--- config.mk ---
export PLATFORM = sky130hd
export DESIGN_NAME = serializer_tx
export DESIGN_NICKNAME = d
export VERILOG_FILES = /design/src/rtl/ser_pkg.sv /design/src/rtl/ser_hold_buf.sv /design/src/rtl/serializer_tx.sv
export SDC_FILE = /design/constraint.sdc
export NUM_CORES = 1
export LEC_CHECK = 0
export CORE_MARGIN = 10
export CORE_UTILIZATION = 51
export CTS_BUF_LIST = sky130_fd_sc_hd__clkbuf_8 sky130_fd_sc_hd__clkbuf_16
export DETAILED_ROUTE_END_ITERATION = 10
export GPL_TIMING_DRIVEN = 0
export PLACE_DENSITY = 0.79
export SYNTH_ARGS = -nofsm -noshare
export SYNTH_HDL_FRONTEND = slang
export SYNTH_SLANG_ARGS = --single-unit
--- constraint.sdc ---
create_clock -name clk -period 1.6 [get_ports clk]
set_input_delay 0.4 -clock clk [delete_from_list [all_inputs] [get_ports clk]]
set_output_delay 0.4 -clock clk [all_outputs]
set_load 0.01 [all_outputs]
--- src/rtl/ser_pkg.sv ---
// Shared types and constants for the serializer transmitter.
// Optional feature macro: SER_PARITY_EN (adds the even-parity PARITY state).
package ser_pkg;

   localparam int unsigned DATA_W_DEF = 8;
   localparam int unsigned GAP_DEF    = 0;
   // Wide enough for the bit index (DATA_W <= 16) and the gap count (GAP <= 15).
   localparam int unsigned CNT_W      = 4;

   typedef enum logic [1:0] {
      StIdle,
      StShift,
      StGapWait
`ifdef SER_PARITY_EN
      ,
      StParity
`endif
   } ser_state_e;

endpackage

--- src/rtl/ser_hold_buf.sv ---
// One-entry holding buffer between the parallel handshake and the shifter.
// Optional feature macro: SER_PARITY_EN (not used in this file).
module ser_hold_buf import ser_pkg::*; #(
   parameter int unsigned DATA_W = DATA_W_DEF
) (
   input  logic              clk,
   input  logic              rst_n,
   input  logic              load,
   input  logic              take,
   input  logic [DATA_W-1:0] load_data,
   output logic [DATA_W-1:0] data,
   output logic              valid
);

   logic [DATA_W-1:0] data_q;
   logic              valid_q;

   // A full entry is never overwritten; load only lands in an empty buffer.
   always_ff @(posedge clk or negedge rst_n) begin
      if (!rst_n) begin
         data_q  <= '0;
         valid_q <= 1'b0;
      end else if (load && !valid_q) begin
         data_q  <= load_data;
         valid_q <= 1'b1;
      end else if (take) begin
         valid_q <= 1'b0;
      end
   end

   assign data  = data_q;
   assign valid = valid_q;

endmodule

--- src/rtl/serializer_tx.sv ---
// Parallel-to-serial transmitter, MSB first, with optional inter-frame gap.
// Optional feature macro: SER_PARITY_EN appends one even-parity bit per frame.
module serializer_tx import ser_pkg::*; #(
   parameter int unsigned DATA_W = DATA_W_DEF,
   parameter int unsigned GAP    = GAP_DEF
) (
   input  logic              clk,
   input  logic              rst_n,
   input  logic [DATA_W-1:0] data_in,
   input  logic              data_valid,
   output logic              data_ready,
   output logic              serial_out,
   output logic              bit_en,
   output logic              busy,
   output logic              frame_done
);

   localparam logic [CNT_W-1:0] BitLast = CNT_W'(DATA_W - 1);
   localparam logic [CNT_W-1:0] GapLast = (GAP > 0) ? CNT_W'(GAP - 1) : '0;

   ser_state_e        state_q, state_d;
   logic [DATA_W-1:0] shift_q, shift_d;
   logic [CNT_W-1:0]  cnt_q, cnt_d;
   logic [DATA_W-1:0] buf_data;
   logic              buf_valid;
   logic              load, take;
   logic              frame_end, follow;
`ifdef SER_PARITY_EN
   logic              par_q, par_d;
`endif

   assign data_ready = ~buf_valid;
   assign load       = data_valid & data_ready;
   assign busy       = (state_q != StIdle) | buf_valid;

   ser_hold_buf #(
      .DATA_W (DATA_W)
   ) u_hold_buf (
      .clk       (clk),
      .rst_n     (rst_n),
      .load      (load),
      .take      (take),
      .load_data (data_in),
      .data      (buf_data),
      .valid     (buf_valid)
   );

   always_comb begin
      state_d    = state_q;
      shift_d    = shift_q;
      cnt_d      = cnt_q;
      take       = 1'b0;
      bit_en     = 1'b0;
      serial_out = 1'b0;
      frame_done = 1'b0;
      frame_end  = 1'b0;
      follow     = 1'b0;
`ifdef SER_PARITY_EN
      par_d      = par_q;
`endif

      unique case (state_q)
         StIdle: follow = 1'b1;
         StShift: begin
            bit_en     = 1'b1;
            serial_out = shift_q[DATA_W-1];
            shift_d    = {shift_q[DATA_W-2:0], 1'b0};
            cnt_d      = cnt_q + CNT_W'(1);
            if (cnt_q == BitLast) begin
`ifdef SER_PARITY_EN
               state_d = StParity;
`else
               frame_done = 1'b1;
               frame_end  = 1'b1;
`endif
            end
         end
`ifdef SER_PARITY_EN
         StParity: begin
            bit_en     = 1'b1;
            serial_out = par_q;
            frame_done = 1'b1;
            frame_end  = 1'b1;
         end
`endif
         StGapWait: begin
            cnt_d = cnt_q + CNT_W'(1);
            // The last gap cycle hands straight to a waiting word, so the line
            // shows exactly GAP disabled cycles between frames.
            if (cnt_q == GapLast) begin
               follow = 1'b1;
            end
         end
         default: state_d = StIdle;
      endcase

      if (frame_end) begin
         if (GAP > 0) begin
            state_d = StGapWait;
            cnt_d   = '0;
         end else begin
            follow = 1'b1;
         end
      end

      if (follow) begin
         if (buf_valid) begin
            take    = 1'b1;
            shift_d = buf_data;
            cnt_d   = '0;
            state_d = StShift;
`ifdef SER_PARITY_EN
            par_d   = ^buf_data;
`endif
         end else begin
            state_d = StIdle;
         end
      end
   end

   always_ff @(posedge clk or negedge rst_n) begin
      if (!rst_n) begin
         state_q <= StIdle;
         shift_q <= '0;
         cnt_q   <= '0;
`ifdef SER_PARITY_EN
         par_q   <= 1'b0;
`endif
      end else begin
         state_q <= state_d;
         shift_q <= shift_d;
         cnt_q   <= cnt_d;
`ifdef SER_PARITY_EN
         par_q   <= par_d;
`endif
      end
   end

endmodule

Word level (Yosys, flattened, before mapping) --
Index checks and enable logic that the tools add are counted.
Word-level totals: flip-flop bits (word level) 23, input port bits 11, output and inout port bits 5, logic and storage cells 41
Cells by class: $add $sub $neg 1, equal/unequal tests 4, mux-type cells 20, bitwise operators 3, reduce and logical (&&, ||, !) cells 8
Operators by type and width (number):
- $mux W8 | 3
- $mux W4 | 3
- $mux W1 | 11
- $add A4 B1 Y4 const B | 1
- $eq A4 B3 Y1 const B | 1
- $logic_not A4 Y1 | 1
- $mux W2 | 2
- $reduce_bool A2 Y1 | 2
- $reduce_or A3 Y1 | 1
- $eq A2 B1 Y1 const B | 1
- $eq A2 B2 Y1 const B | 1
- $logic_not A2 Y1 | 1
- $ne A2 B1 Y1 const B | 1
- $pmux W1 S2 | 1
- $reduce_or A2 Y1 | 1
- $and A1 B1 Y1 | 1
- $logic_and A1 B1 Y1 | 1
- $logic_not A1 Y1 | 1
- $not A1 Y1 | 1
- $or A1 B1 Y1 | 1

Logic depth before layout (Yosys ltp) --
word-level depth 7, mapped depth 5, gate-level depth less buffers 4

Cells and area by module --
A second synthesis with hierarchy kept.
Second synthesis, totals: cell total of the unflattened synthesis 84, area, all modules 1053.5 µm²
By module, submodules not included:
- serializer_tx | times used 1, cells an instance 63, area an instance 679.4 µm², seq. area each 325.3 µm²
- ser_hold_buf | times used 1, cells an instance 21, area an instance 374.1 µm², seq. area each 225.2 µm²

Least setup slack after synthesis --
Ideal clock, no wire load.
path kind register -> register, start register cnt_q[0], end register shift_q[1], data arrival time 1261 ps, data required time 1474 ps, slack 213 ps, stages on the path, launching flop included 5, cell sequence dfrtp_1 > ha_1 > and4b_1 > buf_6 > a221o_1
Between the ends: longest elaborated chain between the ends 5, elaborated cells between the ends (all ways) 8, those cells by class 1 x eq/ne; 6 x mux; 1 x reduce/logical
Ends and longest elaborated chain:
- start: declaration | RTL line serializer_tx.sv:23 | logic [CNT_W-1:0] cnt_q, cnt_d;
- start signal: assignment | RTL line serializer_tx.sv:132 | cnt_q <= cnt_d;
- $logic_not A4 Y1 / $eq A4 B3 Y1 (equally long branches) | RTL line serializer_tx.sv:90, serializer_tx.sv:69
- $mux W1, on equally long branches | RTL line serializer_tx.sv:90, serializer_tx.sv:69
- $pmux W1 S2 / $mux W1 (equally long branches) | RTL line serializer_tx.sv:62 | unique case (state_q)
- $mux W1 * | RTL line serializer_tx.sv:97 | if (frame_end) begin
- $mux W8 * | RTL line serializer_tx.sv:106 | if (follow) begin
- net shift_d[1] | RTL line serializer_tx.sv:22 | logic [DATA_W-1:0] shift_q, shift_d;
- end signal: assignment | RTL line serializer_tx.sv:131 | shift_q <= shift_d;
- end: declaration | RTL line serializer_tx.sv:22
Mark *: on every way through the listed nets, which the timed path passes. The rest lies on a longest branch. A chain may end at the register's enable or synchronous reset.

Final worst setup path --
start register cnt_q[0], end output port frame_done
Between the ends: longest elaborated chain between the ends 3
Ends and longest elaborated chain:
- $eq A4 B3 Y1 | RTL line serializer_tx.sv:69 | if (cnt_q == BitLast) begin
- $mux W1 | RTL line serializer_tx.sv:69
- $mux W1 | RTL line serializer_tx.sv:62
- end: declaration | RTL line serializer_tx.sv:15 | output logic frame_done
Every way passes these cells.

==> metrics.yaml <==
floorplan:
  die_x_um: 64.4
  rows: 16
  initial_core_util_pct: 52.4
  core_area_mm2: 0.00192
  die_area_mm2: 0.00415
  dieHeight_um: 64.4
  ios: 16
synthesis:
  avgSynthCellArea_um2: 12.1
  synth_top_family_by_area: "multiplexers"
  yosys.area.top_type: "dfrtp_1"
  yosys_most_used_dff: "dfrtp_1"
  synth_cells: 83
  ys_ff_latch: 22
  synth_nets: 95
  synthArstFlopShare_pct: 100
  synth_fa_ha_area_share_pct: 1.24
  ys_top_cells_by_count: "22 x dfrtp_1, 13 x nor2_1, 9 x mux2i_1"
  netlist_area_mm2: 0.00101
  muxShareOfSynthArea_pct: 17.9
  synth_area_leaders: "dfrtp_1 55%, mux2i_1 8.9%, mux2_2 7.8%"
  yosys.area_share.simple_pct: 11.1
  synth-compound-area-share_pct: 8.57
  synth-xor-area-share_pct: 2.61
  yosysMostFrequentCell: "dfrtp_1"
  yosys.area.top_type_share_pct: 54.7
  synth-edff-count: 0
  ys_seq_area_share_pct: 54.7
  ys_types: 24
  ys_warn_count: 0
worst_setup_path:
  slowest_delay_ns: 0.38
  cp_max_fo: 3
  cp_top_family: "flip-flops"
  critPathBufInv: 1
  critical_path_class: "register to primary output"
  critPathSlowestCell: "dfrtp_1"
  path_cells: "ha_2 > nand3b_1 > nor2_1 > buf_2"
  cp-start-kind: "register"
  crit_arrival_ns: 1.24
  crit_required_ns: 1.20
  critPathCaptureType: "primary output"
clocking:
  ctsLongestPathBuffers: 2
  clock_latency_ns: 0.25
  path_clk_slew_ns: 0.07
  clock_sinks: 22
  ctsHoldBuffers: 0
  cts_buffers: 3
  cts_tree: "yes"
  cts_root_buf: "clkbuf_8"
  htree_levels: 1
place:
  routabilityCongestion: 0.783
  port_buffers: 15
  post-dp-hpwl_um: 1450
  dp_slack_ns: -0.256
  placed_cells: 125
run_status:
  status: "finished with violations"
  failed_checks: "negative setup slack"
final_layout:
  fillCellCount: 149
  post-route-util_pct: 67.2
  drive_above_1_share_pct: 27.5
  antenna_cells: 0
  nets: 123
  final_cells: 136
  area_growth_pct: 28.2
sta:
  clock_skew_ns: 0.00221
  period_needed_ns: 1.64
  finalSetupViolCount: 1
  timing.final.ws_setup_ns: -0.0366
  worst_pin_slew_ns: 0.990
  max_freq_mhz: 611
  relSlewSlack_pct: 33.8
  hold_violations: 0
  rsz0062_at_grt: "true"
  min_period_over_period_pct: 102
  final-max-slew-violation-count: 0
drt:
  drt_iter0_drc: 30
  viasPerCell: 5.45
  drt-total-wl_um: 2170
  detail-route-antenna-nets: 0
  wire_per_inst_um: 16.0
  first_pass_iters: 4
  vias: 741
  drc: 0
grt:
  overflow: 0
  grt_pass1_wl_um: 3480
  first_global_vias: 743
  antenna_found_initial: 0
  globalRouteTotalUtil_pct: 10.6
  grt_max_degree: 23
run:
  cap_viol_max_count: 0
power_and_ir_drop:
  vdd_drop_max_mv: 0.921
  leakage_nw: 0.637
  p_per_area_mw_per_mm2: 1650
min_path:
  min_path_type: "register to register"
-- sequential cells by signal, indices dropped and copies added, names as in the netlist --
name,count
cnt_q,4
shift_q,8
state_q,1
u_hold_buf.data,8
u_hold_buf.valid,1
-- through the flow --
stage                     TNS (ns)  cell area, µm²  total power, mW  hold slack (ns)
final                      -0.0366            1290             2.13            0.513
after global routing       -0.0916            1290             2.26            0.537
after CTS                  -0.0276            1290             2.09            0.515
after detailed placement     -2.65            1190             1.70            0.492
after global placement       -1.92            1190             1.65            0.489
after floorplan                  0            1010             1.47            0.104
-- layer usage --
layer,vias to the layer above,wire (µm),global-route usage (%)
li1,348,-,-
met1,371,996,12.8
met2,18,1040,16.4
met3,4,99,3.26
met4,0,31,5.61
met5,-,0,0
-- path summary, 6_finish.rpt --
| path | startpoint | end | slack, ns | depth (start not counted) |
|---|---|---|---|---|
| max | cnt_q[0] | frame_done | -0.04 | 4 |
| max in group asynchronous | rst_n | state_q[0] | 0.24 | 1 |
| min in group asynchronous | rst_n | cnt_q[0] | 0.69 | 1 |
| min reg2reg | shift_q[3] | shift_q[4] | 0.51 | 1 |
| min | shift_q[3] | shift_q[4] | 0.51 | 1 |
| max reg2reg | cnt_q[0] | shift_q[3] | 0.08 | 5 |
-- layout make-up --
type | instances | area [µm²] | share of cell area (%)
clock buffer | 3 | 41.3 | 3.20
tap | 27 | 33.8 | 2.62
sequential | 22 | 552 | 42.7
timing repair buffer | 23 | 193 | 14.9
inverter | 3 | 13.8 | 1.07
buffer | 4 | 38.8 | 3.00
multi-input combinational | 54 | 419 | 32.5
-- cell families (layout without fill, tap and decap cells) --
group	after synthesis	count (layout)
AO/OA/AOI/OAI	10	10
XOR/XNOR	3	3
adder cells (fa/ha/maj)	1	1
buffers and inverters	7	33
flip-flops	22	22
multiplexers	17	17
AND/OR/NAND/NOR	23	23
-- timing repair --
item	in CTS	in global routing
resized for setup	17	3
buffers inserted	6	2
setup endpoints to repair	5	4
pin swaps	1	1
-- layout by cell type (no fill, tap or decap) --
master | synthesis | layout
a21oi_1 | 1 | 1
a221o_1 | 7 | 7
and2_1 | 1 | 1
and4b_1 | 1 | 1
buf_2 | 2 | 3
buf_4 | 1 | 8
buf_6 | 1 | 3
clkbuf_2 | 0 | 1
clkbuf_8 | 0 | 3
clkdlybuf4s50_1 | 0 | 10
dfrtp_1 | 22 | 21
dfrtp_2 | 0 | 1
dlygate4sd2_1 | 0 | 2
ha_2 | 0 | 1
inv_1 | 2 | 1
inv_2 | 1 | 1
inv_4 | 0 | 1
mux2_1 | 1 | 1
mux2_2 | 7 | 7
mux2i_1 | 9 | 9
nand2_1 | 4 | 4
nand3b_1 | 1 | 1
nand4_1 | 1 | 1
nor2_1 | 13 | 13
nor2_4 | 1 | 1
nor2b_1 | 1 | 1
o21ai_1 | 1 | 1
o22ai_1 | 1 | 1
xnor2_1 | 2 | 2
xor2_1 | 1 | 1
-- power breakdown --
group / switching, mW / total (mW) / internal (mW) / leakage, nW
Sequential: 0.171 / 0.957 / 0.786 / 0.269
Clock: 0.161 / 0.328 / 0.167 / 0.0216
Combinational: 0.355 / 0.841 / 0.487 / 0.346
Total: 0.687 / 2.13 / 1.44 / 0.637
Note: power is estimated with default switching activity, not from simulation.
==> RTL edit 1: new RTL, config.mk and constraints unchanged <==
The package constant `CNT_W` goes from 4 to 3.
--- a/src/rtl/ser_pkg.sv
+++ b/src/rtl/ser_pkg.sv
@@ -5,7 +5,7 @@
    localparam int unsigned DATA_W_DEF = 8;
    localparam int unsigned GAP_DEF    = 0;
    // Wide enough for the bit index (DATA_W <= 16) and the gap count (GAP <= 15).
-   localparam int unsigned CNT_W      = 4;
+   localparam int unsigned CNT_W      = 3;
 
    typedef enum logic [1:0] {
       StIdle,
Formal check against the unedited RTL: no difference found for any inputs over 10 cycles, from zero or initial values and one cycle with rst_n low; that may be too few to reach the edited logic, so the function may still have changed.
==> RTL edit 1 against the original RTL <==
- synthesized area fell by 2.4%
- the run still ends with setup timing left
- total power rose by 19%
- global-route usage rose by 0.15 points
- synthesized cell count fell by 1.2%
- sequential power barely moved
- sequential cell count fell by 1
- routed wire length rose by 3.4%
- count of clock-buffer cells in the layout did not move
- design area rose by 3.2%
- die area fell by 1.6%
- worst setup slack got worse by 18 ps
- worst hold slack improved by 10 ps
- via count rose by 0.27%
==> RTL edit 1: results (changes against the original RTL) <==
| Metric | Value |
|---|---|
| Synth top cells by count | 21 x dfrtp_1, 8 x mux2_2, 8 x nor2_1 |
| Hold Path Sink | shift_q[6]$_DFF_PN0_ |
| Iter 0 DRT Violations | 14 (-53%) |
| Worst setup path endpoint | frame_done |
| Synth Area in XOR/XNOR | 0% (-2.6 points) |
| Vias per cell | 5.46 (+0.27%) |
| Share of layout cells above drive strength 1 | 35.1% (+7.6 points) |
| GRT met1 Usage | 12.7% (-0.15 points) |
| Final Setup Violations | 1 (unchanged) |
| Hold Startpoint | shift_q[5]$_DFF_PN0_ |
| Vias in the first global route | 747 (+0.54%) |
| Grt met3 use | 3.14% (-0.13 points) |
| WL per Instance | 16.5 um (+3.4%) |
| CP peak stage delay | 400 ps (+20 ps) |
| Leakage | 0.598 nW (-6.0%) |
| Placed instance count | 122 (-2.4%) |
| Setup ws final | -54.5 ps (-17.8 ps) |
| Seq/Total Area, Yosys | 53.4% (-1.2 points) |
| Post-synthesis mux area share | 10.2% (-7.7 points) |
| Worst-path fanout max | 2 (-1) |
| Syn_area_per_cell | 12.0 um^2 (-1.2%) |
| DP Wirelength | 1360 um (-6.4%) |
| Synth cell types | 23 (-4.2%) |
| Count leader, synth | dfrtp_1 |
| Via count | 743 (+0.27%) |
| Failing checks | setup timing |
| First-pass GRT wire length | 3530 um (+1.4%) |
| M2 GR Usage | 17.8% (+1.4 points) |
| Start point of the critical path | cnt_q[0]$_DFF_PN0_ |
| Total Routing Usage GR | 10.7% (+0.15 points) |
| Antenna violations before repair | 0 (unchanged) |
| Reg2reg setup slack | 100 ps (+20 ps) |
| Clock skew | 3.09 ps (+0.878 ps) |
| FF-to-FF End | shift_q[7]$_DFF_PN0_ |
| Filler cells | 126 (-15%) |
| Post-synthesis compound-gate area fraction | 17.0% (+8.5 points) |
| Adder-cell share of the synthesized area | 2.54% (+1.3 points) |
| Max-slew headroom | 38.0% (+4.2 points) |
| Top cells by area, synth | dfrtp_1 53%, mux2_2 9.2%, a211oi_1 5.3% |
| Status | finished with violations |
| FF-to-FF path depth | 6 (+1) |
| Nets | 125 (+1.6%) |
| Peak VDD IR | 1.10 mV (+19%) |
| Pin count of the biggest net entering global routing | 22 (-4.3%) |
| Worst hold path depth | 2 (+1) |
==> RTL edit 1: worst min-delay path: stages, from the launching register on <==
cell	delay, ps
dfrtp_1	350
o22ai_1	70
nor2_1	80
==> RTL edit 1: area by class of cell <==
class	instances	share of cell area (%)
plain buffers	5	4.79
well taps	25	2.35
inverters	3	0.845
multi-input cells	53	32.6
flip-flops and latches	21	39.5
clock inverters	1	0.282
clock buffers	3	3.10
repair buffers	25	16.5
==> RTL edit 1: cells by family (layout without fill, tap and decap cells) <==
kind of cell             count (synthesis)  in the layout
AO/OA/AOI/OAI                           22             22
flip-flops                              21             21
AND/OR/NAND/NOR                         20             20
multiplexers                             9              9
buffers and inverters                    8             37
adder cells (fa/ha/maj)                  2              2
==> RTL edit 1: through the flow <==
step           power [W]  instance area [um^2]  hold WS [ps]  setup WS (ps)  TNS, ps
6_report         0.00253                  1330           523          -54.5    -54.5
2_1_floorplan    0.00161                   983           104            170        0
3_3_place_gp     0.00185                  1160           482           -315     -929
3_5_place_dp     0.00190                  1160           507           -332    -1120
5_1_grt          0.00269                  1330           563          -96.2    -96.2
4_1_cts          0.00242                  1310           522          -59.5    -59.5
==> RTL edit 1: repair_timing <==
action	CTS	global route
gates resized for setup	26	7
endpoints found under the hold margin	0	0
endpoints found under the setup margin	4	4
gates cloned	0	0
pin swaps	3	2
buffers inserted	9	1
==> RTL edit 1: where the power goes <==
part	internal (W)	leakage, nW	total, W	switching, W
Combinational	0.000703	0.321	0.00123	0.000530
Sequential	0.000785	0.251	0.000960	0.000176
Clock	0.000171	0.0269	0.000336	0.000165
==> RTL edit 1: metal layers <==
layer / vias to the layer above / part of all wire, % / wire length [um]
met2: 12 / 52 / 1160
met1: 374 / 44 / 989
met3: 2 / 3.3 / 75
met4: 0 / 0.71 / 16
met5: - / 0 / 0
li1: 355 / - / -
==> RTL edit 2: new RTL, config.mk and constraints unchanged <==
Without the edit above. Take the reset off `shift_q` and load it in a clocked block of its own.
--- a/src/rtl/serializer_tx.sv
+++ b/src/rtl/serializer_tx.sv
@@ -121,14 +121,12 @@
    always_ff @(posedge clk or negedge rst_n) begin
       if (!rst_n) begin
          state_q <= StIdle;
-         shift_q <= '0;
          cnt_q   <= '0;
 `ifdef SER_PARITY_EN
          par_q   <= 1'b0;
 `endif
       end else begin
          state_q <= state_d;
-         shift_q <= shift_d;
          cnt_q   <= cnt_d;
 `ifdef SER_PARITY_EN
          par_q   <= par_d;
@@ -136,5 +134,9 @@
       end
    end
 
+   always_ff @(posedge clk) begin
+      shift_q <= shift_d;
+   end
+
 endmodule
 
Behaviour: no difference found for any inputs over 10 cycles, from zero or initial values and one cycle with rst_n low; that may be too few to reach the edited logic, so the function may still have changed.
==> RTL edit 2 against the original RTL <==
- the flow still finishes with violations (setup timing)
- sequential cell count is the same
- clock power grew 60%
- worst hold slack lost 21 ps
- via count grew 0.13%
- clock skew grew 2.2 ps
- design area shrank 0.97%
- count of clock-buffer cells in the layout is the same
- worst setup slack gained 19 ps
- routed wire length shrank 4.8%
- total power grew 6.4%
- synthesized area shrank 4.0%
- critical path type unchanged
- largest cell class unchanged
- highest routed layer unchanged
==> RTL edit 2: results (changes against the original RTL) <==
| Metric | Value |
|---|---|
| Status | finished with violations |
| Failing checks | setup timing |
| Final Setup Violations | 1 (unchanged) |
| FF+latch area | 512 um^2 (-7.3%) |
| DP Wirelength | 1400 um (-4.0%) |
| Leakage | 0.599 nW (-5.9%) |
| Postcts setup bufs | 5 (-1) |
| Post-CTS sizing | 19 (+2) |
| Bufs w/o clock | 26 (-3.7%) |
| Final Non-Filler Cells | 134 (-1.5%) |
| Worst path arrival time | 1220 ps (-20 ps) |
| Total Routing Usage GR | 9.90% (-0.66 points) |
| Nets | 122 (-0.81%) |
| Routability cong. | 0.728 (-7.1%) |
| Synth top cells by count | 14 x dfrtp_1, 13 x nor2_1, 9 x mux2i_1 |
| M2 GR Usage | 16.3% (-0.048 points) |
| Detailed Route WL | 2070 um (-4.8%) |
| Clk tree area frac | 5.58% (+2.4 points) |
| Filler cells | 140 (-6.0%) |
| Pint | 0.00157 W (+9.3%) |
| Share of layout cells above drive strength 1 | 26.6% (-0.92 points) |
| Multi-input combinational area share | 32.8% (+0.32 points) |
| Peak VDD IR | 1.12 mV (+21%) |
| Iter 0 DRT Violations | 23 (-23%) |
| NonClk Buf Share | 18.1% (+0.18 points) |
| Setup ws final | -17.6 ps (+19.1 ps) |
| Pin count of the biggest net entering global routing | 15 (-35%) |
| Sequential Power | 0.000963 W (+0.6%) |
| Clock latency on the worst-skew pair | 270 ps (+20 ps) |
| Clock-net power | 0.000525 W (+60%) |
| Worst Max-Slew Pin Slew | 636 ps (-354 ps) |
| Post-Place Setup Slack | -233 ps (+23.2 ps) |
| First-pass GRT wire length | 3280 um (-5.6%) |
[RTL edit 2: metal layers]
metal	vias to the layer above	routed length, um
met5	-	0
met1	360	882
met4	0	31
li1	345	-
met2	33	1030
met3	4	124
[RTL edit 2: cell families (layout without fill, tap and decap cells)]
| logic type | after synthesis | count (layout) | synth area share [%] |
|---|---|---|---|
| buffers and inverters | 7 | 33 | 4.14 |
| AO/OA/AOI/OAI | 10 | 10 | 8.93 |
| XOR/XNOR | 3 | 3 | 2.72 |
| multiplexers | 17 | 17 | 18.6 |
| adder cells (fa/ha/maj) | 1 | 1 | 1.29 |
| flip-flops | 22 | 22 | 52.8 |
| AND/OR/NAND/NOR | 23 | 23 | 11.5 |
[RTL edit 2: through the flow]
stage / TNS (ps) / util, % / power [W] / cell area, um^2 / hold slack (ps)
3_5_place_dp: -1560 / 65.1 / 0.00169 / 1150 / 469
2_1_floorplan: 0 / - / 0.00147 / 967 / 104
4_1_cts: 0 / 71.6 / 0.00224 / 1260 / 489
6_report: -17.6 / 72.5 / 0.00226 / 1280 / 492
5_1_grt: -85.2 / 72.5 / 0.00238 / 1280 / 518
3_3_place_gp: -1460 / 65.1 / 0.00164 / 1150 / 464
[RTL edit 2: final timing paths]
kind	to	slack [ps]	depth (start not counted)	from
worst max-delay path	frame_done	-20	4	cnt_q[0]$_DFF_PN0_
worst min-delay path	shift_q[4]$_DFF_P_	490	1	shift_q[3]$_DFF_P_
worst max register to register	shift_q[2]$_DFF_P_	60	5	cnt_q[0]$_DFF_PN0_
worst min register to register	shift_q[4]$_DFF_P_	490	1	shift_q[3]$_DFF_P_
max in group asynchronous	state_q[0]$_DFFE_PN0N_	640	1	rst_n
min in group asynchronous	u_hold_buf.valid$_DFFE_PN0P_	520	1	rst_n
